`src/rtl/counter_ctrl_pkg.sv`:
```
// rtl/counter_ctrl_pkg.sv - shared encodings for the up/down counter sweep sequencer
package counter_ctrl_pkg;

  typedef enum logic [2:0] {
    IDLE   = 3'd0,
    INIT   = 3'd1,
    SETTLE = 3'd2,
    RUN    = 3'd3,
    TURN   = 3'd4,
    DONE   = 3'd5
  } state_t;

  localparam logic [1:0] MODE_UP_TO    = 2'd0;
  localparam logic [1:0] MODE_DOWN_TO  = 2'd1;
  localparam logic [1:0] MODE_PINGPONG = 2'd2;
  localparam logic [1:0] MODE_RSVD     = 2'd3;

  localparam logic DIR_UP   = 1'b1;
  localparam logic DIR_DOWN = 1'b0;

endpackage

```
`src/rtl/counter_sweep_ctrl.sv`:
```
// rtl/counter_sweep_ctrl.sv - sequences one up/down counter through single or ping-pong sweeps
module counter_sweep_ctrl
  import counter_ctrl_pkg::*;
#(
  parameter int W     = 4,
  parameter int REP_W = 8
) (
  input  logic             clk,
  input  logic             rst,
  input  logic             cmd_valid,
  output logic             cmd_ready,
  input  logic [1:0]       cmd_mode,
  input  logic             cmd_from_preset,
  input  logic [W-1:0]     cmd_target,
  input  logic [REP_W-1:0] cmd_reps,
  input  logic             abort,
  input  logic [W-1:0]     cnt_val,
  output logic             cnt_en,
  output logic             cnt_ud,
  output logic             cnt_rst,
  output logic             cnt_preset,
  output logic             cnt_oe,
  output logic             busy,
  output logic             done,
  output logic             err,
  output logic [REP_W-1:0] legs_left
);

  state_t             state;
  state_t             state_nx;
  logic [1:0]         mode_q;
  logic [W-1:0]       target_q;
  logic [W-1:0]       start_q;
  logic [REP_W-1:0]   reps_q;
  logic               rsvd_q;
  logic [REP_W-1:0]   init_legs;
  logic [W-1:0]       stop;
  logic               at_stop;
  logic               accept;
  logic               last_leg;

  assign accept   = cmd_valid && cmd_ready;
  // Ping-pong down legs return to the start point; every other leg ends on the target.
  assign stop     = (mode_q == MODE_PINGPONG && cnt_ud == DIR_DOWN) ? start_q : target_q;
  assign at_stop  = (cnt_val == stop);
  assign last_leg = (legs_left <= REP_W'(1));
  assign cnt_en   = (state == RUN) && !at_stop && !abort;

  always_comb begin
    init_legs = REP_W'(1);
    if (mode_q == MODE_PINGPONG && reps_q != '0) begin
      init_legs = reps_q;
    end else if (mode_q == MODE_RSVD) begin
      init_legs = '0;
    end
  end

  always_comb begin
    state_nx = state;
    case (state)
      IDLE: begin
        if (accept) state_nx = INIT;
      end
      INIT: begin
        if (abort || mode_q == MODE_RSVD) state_nx = DONE;
        else                              state_nx = SETTLE;
      end
      SETTLE: begin
        state_nx = abort ? DONE : RUN;
      end
      RUN: begin
        if (abort)        state_nx = DONE;
        else if (at_stop) state_nx = last_leg ? DONE : TURN;
      end
      TURN: begin
        state_nx = abort ? DONE : RUN;
      end
      DONE: begin
        state_nx = IDLE;
      end
      default: begin
        state_nx = IDLE;
      end
    endcase
  end

  always_ff @(posedge clk) begin
    if (rst) begin
      state      <= IDLE;
      cmd_ready  <= 1'b1;
      cnt_ud     <= DIR_DOWN;
      cnt_rst    <= 1'b0;
      cnt_preset <= 1'b0;
      cnt_oe     <= 1'b0;
      busy       <= 1'b0;
      done       <= 1'b0;
      err        <= 1'b0;
      legs_left  <= '0;
      mode_q     <= MODE_UP_TO;
      target_q   <= '0;
      start_q    <= '0;
      reps_q     <= '0;
      rsvd_q     <= 1'b0;
    end else begin
      state      <= state_nx;
      // Ready reopens only after a full idle cycle so a fresh accept drops it immediately.
      cmd_ready  <= (state == IDLE) && (state_nx == IDLE);
      busy       <= (state_nx != IDLE);
      cnt_oe     <= (state_nx inside {RUN, TURN, DONE});
      done       <= (state == DONE);
      err        <= (state == DONE) && rsvd_q;
      cnt_rst    <= accept && !cmd_from_preset;
      cnt_preset <= accept && cmd_from_preset;

      if (accept) begin
        mode_q   <= cmd_mode;
        target_q <= cmd_target;
        reps_q   <= cmd_reps;
        start_q  <= cmd_from_preset ? '1 : '0;
        rsvd_q   <= 1'b0;
      end

      if (state == INIT) begin
        legs_left <= init_legs;
        cnt_ud    <= (mode_q == MODE_DOWN_TO) ? DIR_DOWN : DIR_UP;
        rsvd_q    <= (mode_q == MODE_RSVD) && !abort;
      end

      if (state == RUN && state_nx == TURN) begin
        legs_left <= legs_left - REP_W'(1);
        cnt_ud    <= ~cnt_ud;
      end
    end
  end

endmodule

```
`config.mk`:
```
export PLATFORM = sky130hd
export DESIGN_NAME = counter_sweep_ctrl
export DESIGN_NICKNAME = d
export VERILOG_FILES = /design/src/rtl/counter_ctrl_pkg.sv /design/src/rtl/counter_sweep_ctrl.sv
export SDC_FILE = /design/constraint.sdc
export NUM_CORES = 1
export LEC_CHECK = 0
export CORE_MARGIN = 2
export CORE_UTILIZATION = 49
export CTS_CLUSTER_DIAMETER = 50
export DETAILED_ROUTE_END_ITERATION = 16
export PLACE_DENSITY = 0.79
export SKIP_CTS_REPAIR_TIMING = 1
export SLEW_MARGIN = 20
export SYNTH_ARGS = -nofsm -noshare
export SYNTH_HDL_FRONTEND = slang
export SYNTH_SLANG_ARGS = --single-unit
```
`constraint.sdc`:
```
create_clock -name clk -period 2.4 [get_ports clk]
set_input_delay 0.36 -clock clk [delete_from_list [all_inputs] [get_ports clk]]
set_output_delay 0.36 -clock clk [all_outputs]
set_load 0.01 [all_outputs]
```
Word level (Yosys, flattened, before mapping). Cells that the tools add are included.

$add $sub $neg: 1. Multiply operators: 0. Divide/modulo/power cells: 0. $lt $le $gt $ge: 1. Equality and inequality tests: 12. Shift operators: 0. Multiplexer cells: 18. Bitwise operators: 1. Reductions and logical operators: 23.

Operator list (number): 2-to-1 mux 8 bit (3); 2-to-1 mux 3 bit (5); equality test 3 bit, second input constant (4); case mux 3 bit (4 select lines) (1); logical AND 1 bit (11); equality test 3 x 2 -> 1 bit, second input constant (3); <= comparator 8 x 1 -> 1 bit, second input constant (1); 2-to-1 mux 4 bit (2); nonzero test 8 bit (1); subtractor 8 x 1 -> 8 bit, second input constant (1); 2-to-1 mux 1 bit (7); zero test 3 bit (2); nonzero test 3 bit (2); equality test 2 bit, second input constant (2); equality test 4 bit (1); nonzero test 2 bit (2); equality test 3 x 1 -> 1 bit, second input constant (1); zero test 1 bit (3); equality test 2 x 1 -> 1 bit, second input constant (1); OR reduction 2 bit (1); logical OR 1 bit (1); inverter 1 bit (1).

Register bits after elaboration: 38. Bits in latches: 0. RAM bits: 0. Bits in read-only memories: 0. Bits of input ports: 23. Output and inout port bits: 17. Logic and storage cells: 71. Memories kept: 0.

Longest topological paths before layout.
Depth in word-level cells: 10. Depth in mapped cells: 9.

Worst setup path before layout. No wires, ideal clock.

Kind: register to register. Start point: register legs_left[0]. End point: register legs_left[0]. Data arrival time: 2.131 ns. Required time: 2.285 ns. Setup slack: 0.154 ns. Stages on the path, launching flop included: 10. Buffers on the path: 1. Cells stage by stage: dfxtp_1 inv_1 ha_1 nor2_1 nor4_1 or4_1 nor4_4 buf_6 nor3_1 o21a_1.

Cells in the longest elaborated chain, start to end: 8.

RTL lines: start, declared (RTL line counter_sweep_ctrl.sv:26) `output logic [REP_W-1:0] legs_left`; start signal, assigned (RTL line counter_sweep_ctrl.sv:124) `legs_left <= init_legs;`; start signal, assigned (RTL line counter_sweep_ctrl.sv:130) `legs_left <= legs_left - REP_W'(1);`; <= comparator 8 x 1 -> 1 bit (RTL line counter_sweep_ctrl.sv:46) `assign last_leg = (legs_left <= REP_W'(1));`; 2-to-1 mux 1 bit (RTL line counter_sweep_ctrl.sv:73) `else if (at_stop) state_nx = last_leg ? DONE : TURN;`; 2-to-1 mux 3 bit (RTL line counter_sweep_ctrl.sv:73); 2-to-1 mux 3 bit (RTL line counter_sweep_ctrl.sv:72) `if (abort) state_nx = DONE;`; case mux 3 bit (4 select lines) (RTL line counter_sweep_ctrl.sv:60) `case (state)`; equality test 3 bit (RTL line counter_sweep_ctrl.sv:129) `if (state == RUN && state_nx == TURN) begin`; logical AND 1 bit (RTL line counter_sweep_ctrl.sv:129); 2-to-1 mux 8 bit / nonzero test 2 bit (equally long branches).

Parallel ways exist; a longest one is shown, timed or not. A chain may end at the register's enable or synchronous reset.

Final worst setup path.
Start point: register mode_q[0]. End point: output port cnt_en.

Cells in the longest elaborated chain, start to end: 7.

RTL lines: start, declared (RTL line counter_sweep_ctrl.sv:31) `logic [1:0] mode_q;`; start signal, assigned (RTL line counter_sweep_ctrl.sv:116) `mode_q <= cmd_mode;`; equality test 2 bit (RTL line counter_sweep_ctrl.sv:44) `assign stop = (mode_q == MODE_PINGPONG && cnt_ud == DIR_DOWN) ? start_q : target_q;`; logical AND 1 bit (RTL line counter_sweep_ctrl.sv:44); 2-to-1 mux 4 bit (RTL line counter_sweep_ctrl.sv:44); equality test 4 bit (RTL line counter_sweep_ctrl.sv:45) `assign at_stop = (cnt_val == stop);`; zero test 1 bit (RTL line counter_sweep_ctrl.sv:47) `assign cnt_en = (state == RUN) && !at_stop && !abort;`; logical AND 1 bit (2 in a row) (RTL line counter_sweep_ctrl.sv:47); end, declared (RTL line counter_sweep_ctrl.sv:18) `output logic cnt_en,`.

Every way passes these cells.

==> flow_summary.json <==
{
  "status": "completed",
  "reg2reg_slack_ns": 0.17,
  "wl_per_cell_um": 12.4,
  "dieWidth_um": 62.7,
  "cts.sinks": 35,
  "syn_area_um2": 1690,
  "synth_cell_types": 44,
  "syn_to_final_growth_pct": 39.8,
  "grt_pass1_vias": 1496,
  "drtIter0Drc": 79,
  "setup_tns_ns": 0,
  "ios": 40,
  "worst_path_max_delay_cell": "or3b_4",
  "drive_gt1_frac": 0.190,
  "p_sw_uw": 413,
  "slowest_delay_ns": 0.44,
  "period_share": 0.966,
  "synth_seq_cells": 35,
  "synth_edf_count": 0,
  "p_seq_frac": 0.465,
  "rr_worst_depth": 9,
  "postSynthAreaPerCell_um2": 7.97,
  "rows": 21,
  "io_buffers": 39,
  "numCtsBuffers": 5,
  "path_cells": "or3b_4, a21oi_2, xnor2_1, nor3_2, nor4_1, buf_2",
  "pwr-share-clk": 0.258,
  "relSlewSlack": 0.627,
  "worst_hold_path.num_cells": 2,
  "total_power_uw": 1400,
  "setup_ws_ns": 0.0811,
  "syn_nets": 237,
  "timing.clock.skew_ns": 0.00794,
  "r2r_end": "legs_left[1]",
  "viasPerCell": 5.40,
  "crit_path_end_kind": "output port",
  "syn_inst": 212,
  "initial_utilization": 0.507,
  "r2r-start": "mode_q[0]",
  "crit_fanout": 5,
  "grt_overflow": 0,
  "synthFlopType": "dfxtp_1",
  "max_freq_mhz": 431,
  "seq_area_frac_synth": 0.415,
  "die_area_um2": 3940,
  "antenna_found_initial": 0,
  "p_comb_frac": 0.276,
  "dpl_cell_area_um2": 2250,
  "clk_pin_slew_ns": 0.10,
  "power.leakage_uw": 0.000916,
  "irDropWorstVdd_mv": 0.400,
  "post-route-util": 0.708,
  "p_int_uw": 991,
  "hp-class": "reg2reg",
  "yosysTopAreaCellShare": 0.415,
  "holdPathEnd": "reps_q[0]",
  "crit_type": "reg2out",
  "fin_nets": 293,
  "grt.total_usage": 0.206,
  "num_vias": 1700,
  "grt_max_degree": 20,
  "core_area_um2": 3340,
  "drc": 0,
  "drv_cap": 0,
  "clk_path_buf_depth": 2,
  "clock_latency_ns": 0.34,
  "power.density_nw_per_um2": 594,
  "grt_pass1_wl_mm": 6.46,
  "finalHoldViolations": 0,
  "arrival_ns": 1.96,
  "first_pass_iters": 4,
  "worstPathRequired_ns": 2.04,
  "die_h_um": 62.7,
  "yosys.area.top_type": "dfxtp_1",
  "routabilityCongestion": 0.891,
  "fin_crit_ns": 2.32,
  "switching_share": 0.294,
  "crit_path_start_kind": "flip-flop",
  "ant_nets": 0,
  "cts_max_level": 2,
  "stdcell_area_um2": 2360,
  "hpwl_mm": 2.98,
  "pre_cts_ws_ns": -0.0371,
  "insertedDiodeCount": 0,
  "synth.area.top_cells": "dfxtp_1 (41%), nand2_1 (9.3%), a21oi_1 (7.1%), nor2_1 (3.1%), nor3_1 (2.7%)",
  "final-max-slew-violation-count": 0,
  "async_flop_share": 0,
  "synth.yosys.warnings": 0,
  "tightest_slew_ns": 0.559,
  "wl_mm": 3.91,
  "cts_root_buffer": "clkbuf_4",
  "cts_tree": "done",
  "setup_viol": 0,
  "hold_path.startpoint": "reps_q[0]"
}
==> power groups by stage <==
stage / combinational (uW) / clock, uW / sequential (uW)
2_1_floorplan: 202 / 0 / 671
3_3_place_gp: 370 / 0 / 664
3_5_place_dp: 375 / 0 / 665
4_1_cts: 378 / 372 / 652
5_1_grt: 426 / 404 / 661
6_report: 388 / 363 / 653
==> through the flow <==
step / hold slack, ns / cells
2_1_floorplan: 0.430 / 212
4_1_cts: 0.463 / 314
5_1_grt: 0.495 / 315
3_3_place_gp: 0.445 / 306
6_report: 0.460 / 315
3_5_place_dp: 0.448 / 306
==> logic make-up (layout without fill, tap and decap cells) <==
| family | Yosys count | in the layout | synth area share |
|---|---|---|---|
| compound gates | 58 | 58 | 0.226 |
| xor+xnor | 2 | 2 | 0.0104 |
| fa+ha+maj | 2 | 2 | 0.0148 |
| buf+inv | 19 | 76 | 0.0474 |
| flops | 35 | 35 | 0.415 |
| mux | 1 | 1 | 0.00666 |
| simple gates | 95 | 95 | 0.281 |
==> worst max-delay path: cells and delay by family (launching register included) <==
kind,cells,cell delay (ns)
AOI/OAI and AO/OA,1,0.16
xor gates and xnor gates,1,0.17
buffers and inverters,1,0.18
DFF,1,0.36
and+or+nand+nor,3,0.76
==> worst max-delay path by stage <==
stage,slack (ns),startpoint,to,cells past startpoint
6_report,0.08,mode_q[0],cnt_en,6
5_1_grt,-0.001,mode_q[0],cnt_en,6
4_1_cts,-0.36,mode_q[1],cnt_en,6
3_5_place_dp,-0.04,cnt_val[2],cnt_en,7
3_3_place_gp,0.01,cnt_val[2],cnt_en,7
2_1_floorplan,0.15,legs_left[0],legs_left[0],9
==> cells in the mapped netlist, drive strengths merged, types with 2 or more instances <==
master    n
nand2    42
dfxtp    35
a21oi    26
nor2     14
clkbuf   11
nor3      9
nor4      7
a211oi    6
inv       6
o21ai     5
a31oi     4
and2      4
nand3     4
a31o      3
a21o      2
a32oi     2
and3      2
buf       2
ha        2
nor2b     2
o21a      2
o2bb2ai   2
or4       2
xnor2     2
==> layout make-up <==
| cell class | count | area [um^2] |
|---|---|---|
| Clock buffer | 8 | 68.8 |
| Timing Repair Buffer | 62 | 558 |
| Tap cell | 46 | 57.6 |
| Inverter | 6 | 22.5 |
| Multi-Input combinational cell | 158 | 953 |
| Fill cell | 286 | 973 |
| Sequential cell | 35 | 703 |
==> flip-flops by register name, indices dropped and copies added (netlist names), 2 cells and up <==
signal / count
reps_q: 8
state: 3
legs_left: 8
target_q: 4
mode_q: 2
==> per-layer routing <==
metal  vias up  wire (um)  GRT usage
li1        873          -          -
met5         -          0          0
met4         0         51     0.0722
met2        55       1880      0.343
met1       768       1770      0.255
met3         4        217     0.0595
==> layout by cell type (no fill, tap or decap), types with 2 or more instances in the layout <==
master / count
nand3_1: 4
clkbuf_8: 2
o2bb2ai_1: 2
o21a_1: 2
or4_1: 2
and2_1: 4
clkbuf_4: 5
buf_4: 23
ha_1: 2
a32oi_1: 2
nor2_1: 14
nor2b_1: 2
a21o_1: 2
a21oi_2: 2
dfxtp_1: 33
clkdlybuf4s50_1: 38
a21oi_1: 24
inv_1: 6
a31oi_1: 4
nand2_1: 42
and3_1: 2
nor3_1: 8
o21ai_0: 5
dfxtp_2: 2
a211oi_1: 3
nor4_1: 5
a31o_2: 3
a211oi_2: 3
(Power assumes the default switching activity.)
==> variant, RTL diff (config.mk and constraints unchanged) <==
Put a register stage on the output `cnt_en`. The value now appears one clock later. The other outputs are not delayed to match.
--- a/src/rtl/counter_sweep_ctrl.sv
+++ b/src/rtl/counter_sweep_ctrl.sv
@@ -44,7 +44,9 @@
   assign stop     = (mode_q == MODE_PINGPONG && cnt_ud == DIR_DOWN) ? start_q : target_q;
   assign at_stop  = (cnt_val == stop);
   assign last_leg = (legs_left <= REP_W'(1));
-  assign cnt_en   = (state == RUN) && !at_stop && !abort;
+  always_ff @(posedge clk) begin
+    cnt_en <= (state == RUN) && !at_stop && !abort;
+  end
 
   always_comb begin
     init_legs = REP_W'(1);
Check against the original RTL: not equivalent (Yosys sat finds a counterexample within 4 cycles, from zero or initial values and one cycle with rst high).
==> variant against the original RTL <==
Fmax increased by 3.8%; sequential power increased by 9.6%; synthesized area increased by 2.7%; power increased by 0.27%; clock skew increased by 0.0038 ns; worst hold slack improved by 0.0074 ns; final area decreased by 4.2%; critical path depth unchanged; worst setup slack improved by 0.085 ns; routed wire length increased by 5.4%; sequential cell count increased by 1; first-iteration DRC count increased by 16%; via count increased by 0.24%; critical endpoint is now busy; largest power group unchanged; highest routed layer unchanged.
==> variant: results (changes against the original RTL) <==
Run status
  – Outcome: finished, final reports clean

Placed design
  – Routability cong.: 0.834 (-6.4%)
  – Cell Count Post-Placement: 293 (-4.2%)
  – Placed Area: 0.00218 mm2 (-3.1%)
  – DP HPWL: 2800 um (-5.9%)
  – Pre-CTS setup slack: 0.0943 ns (+0.131 ns)

GRT
  – Wire length of the first global-routing pass: 6770 um (+4.8%)
  – GR met1 Demand/Resource: 29.6% (+4.2 points)
  – GRT Total Usage: 21.6% (+0.98 points)
  – Met2 Usage GRT: 32.9% (-1.4 points)
  – Vias in the first global route: 1390 (-7.1%)
  – Global Route met3 Usage: 6.07% (+0.13 points)
  – Largest net degree at the start of global routing: 29 (+45%)
  – Initial antenna violation count: 0 (unchanged)

Cells and area
  – Final Net Count: 280 (-4.4%)
  – Regs by FF count: legs_left (8), reps_q (8), target_q (4)
  – Share of layout cells above drive strength 1: 7.42% (-12 points)
  – Fin cells: 302 (-4.1%)

Clock network
  – Worst-path clk slew: between 0.1 and 0.15 ns

Worst setup path
  – R2R depth: 6 (-3)
  – Slowest cell delay on critical path: 0.53 ns (+0.09 ns)
  – CP top delay family: compound AO/OA/AOI/OAI gates
  – CP max-delay cell: dfxtp_1
  – Setup slack, reg-to-reg: between 0.15 and 0.2 ns
  – WP data arrival: 2.53 ns (+0.57 ns)
  – CP Max Fanout: 9 (+4)

Drt
  – Iter 0 DRT Violations: 92 (+16%)
  – DR WL met2: 1940 um (+3.1%)
  – Top Metal Used: met4
  – WL final: 4130 um (+5.4%)
  – TritonRoute pass-1 iters: 4 (unchanged)
  – Via density: 5.64 (+4.6%)
  – M1 wire length: 1880 um (+6.5%)
  – Routed wl met3: 250 um (+15%)

STA
  – Hold Slack: 0.467 ns (+0.00743 ns)
  – Worst Skew: 0.0117 ns (+0.00379 ns)
  – Fmax: 448 MHz (+3.8%)
  – Rel. slew slack: 57.6% (-5.0 points)

Synth
  – Post-Synth XOR/XNOR Area: 0.504% (-0.53 points)
  – Register area share after synthesis: 41.5% (+0.048 points)
  – Synth Area in Compound Gates: 24.1% (+1.6 points)
  – Adder-cell share of the synthesized area: 1.44% (-0.039 points)
  – Synth top area cells: dfxtp_1 41%, nand2_1 9.7%, a21oi_1 7.8%
  – Syn Area/Cell: 8.08 um2 (+1.3%)
  – Top cells by count, synth: 45 x nand2_1, 36 x dfxtp_1, 27 x a21oi_1
  – Syn Nets: 240 (+1.3%)
  – Unique masters post-synth: 49 (+11%)
  – Mux share of post-synthesis cell area: 2.38% (+1.7 points)

Power and ir drop
  – Worst VDD drop: 0.422 mV (+5.6%)
  – Tot Pwr: 1.41 mW (+0.27%)
  – Leak: 0.833 nW (-9.0%)
## variant: cell types whose count changed after synthesis, moves of 3 or more
cell,change
nor4_1,-3
nand3_1,-3
a21oi_1,+3
clkbuf_1,-3
nand2_1,+3
a31o_2,-3
a31oi_1,-3
mux2i_1,+3
## variant: power breakdown
part | switching, mW | internal (mW)
clock network | 0.208 | 0.112
registers | 0.0634 | 0.652
logic | 0.188 | 0.184
## variant: cell type report
cell class,count,area [um2]
tap,46,57.6
sequential,36,721
multi-input combinational,160,947
fill,329,1100
timing repair buffer,44,453
clock inverter,3,18.8
clock buffer,5,37.5
inverter,8,30.0
## variant: path summary, 6_finish.rpt
| kind | from | endpoint |
|---|---|---|
| max | mode_q[0] | busy |
| min | start_q[2] | start_q[2] |
| max reg2reg | mode_q[0] | busy |
| min reg2reg | start_q[2] | start_q[2] |
## variant: tightest hold or removal path, cell delays in order, from the launching register on
cell and delay (ns):
dfxtp_1 0.32, nand2_1 0.05, a21oi_1 0.05
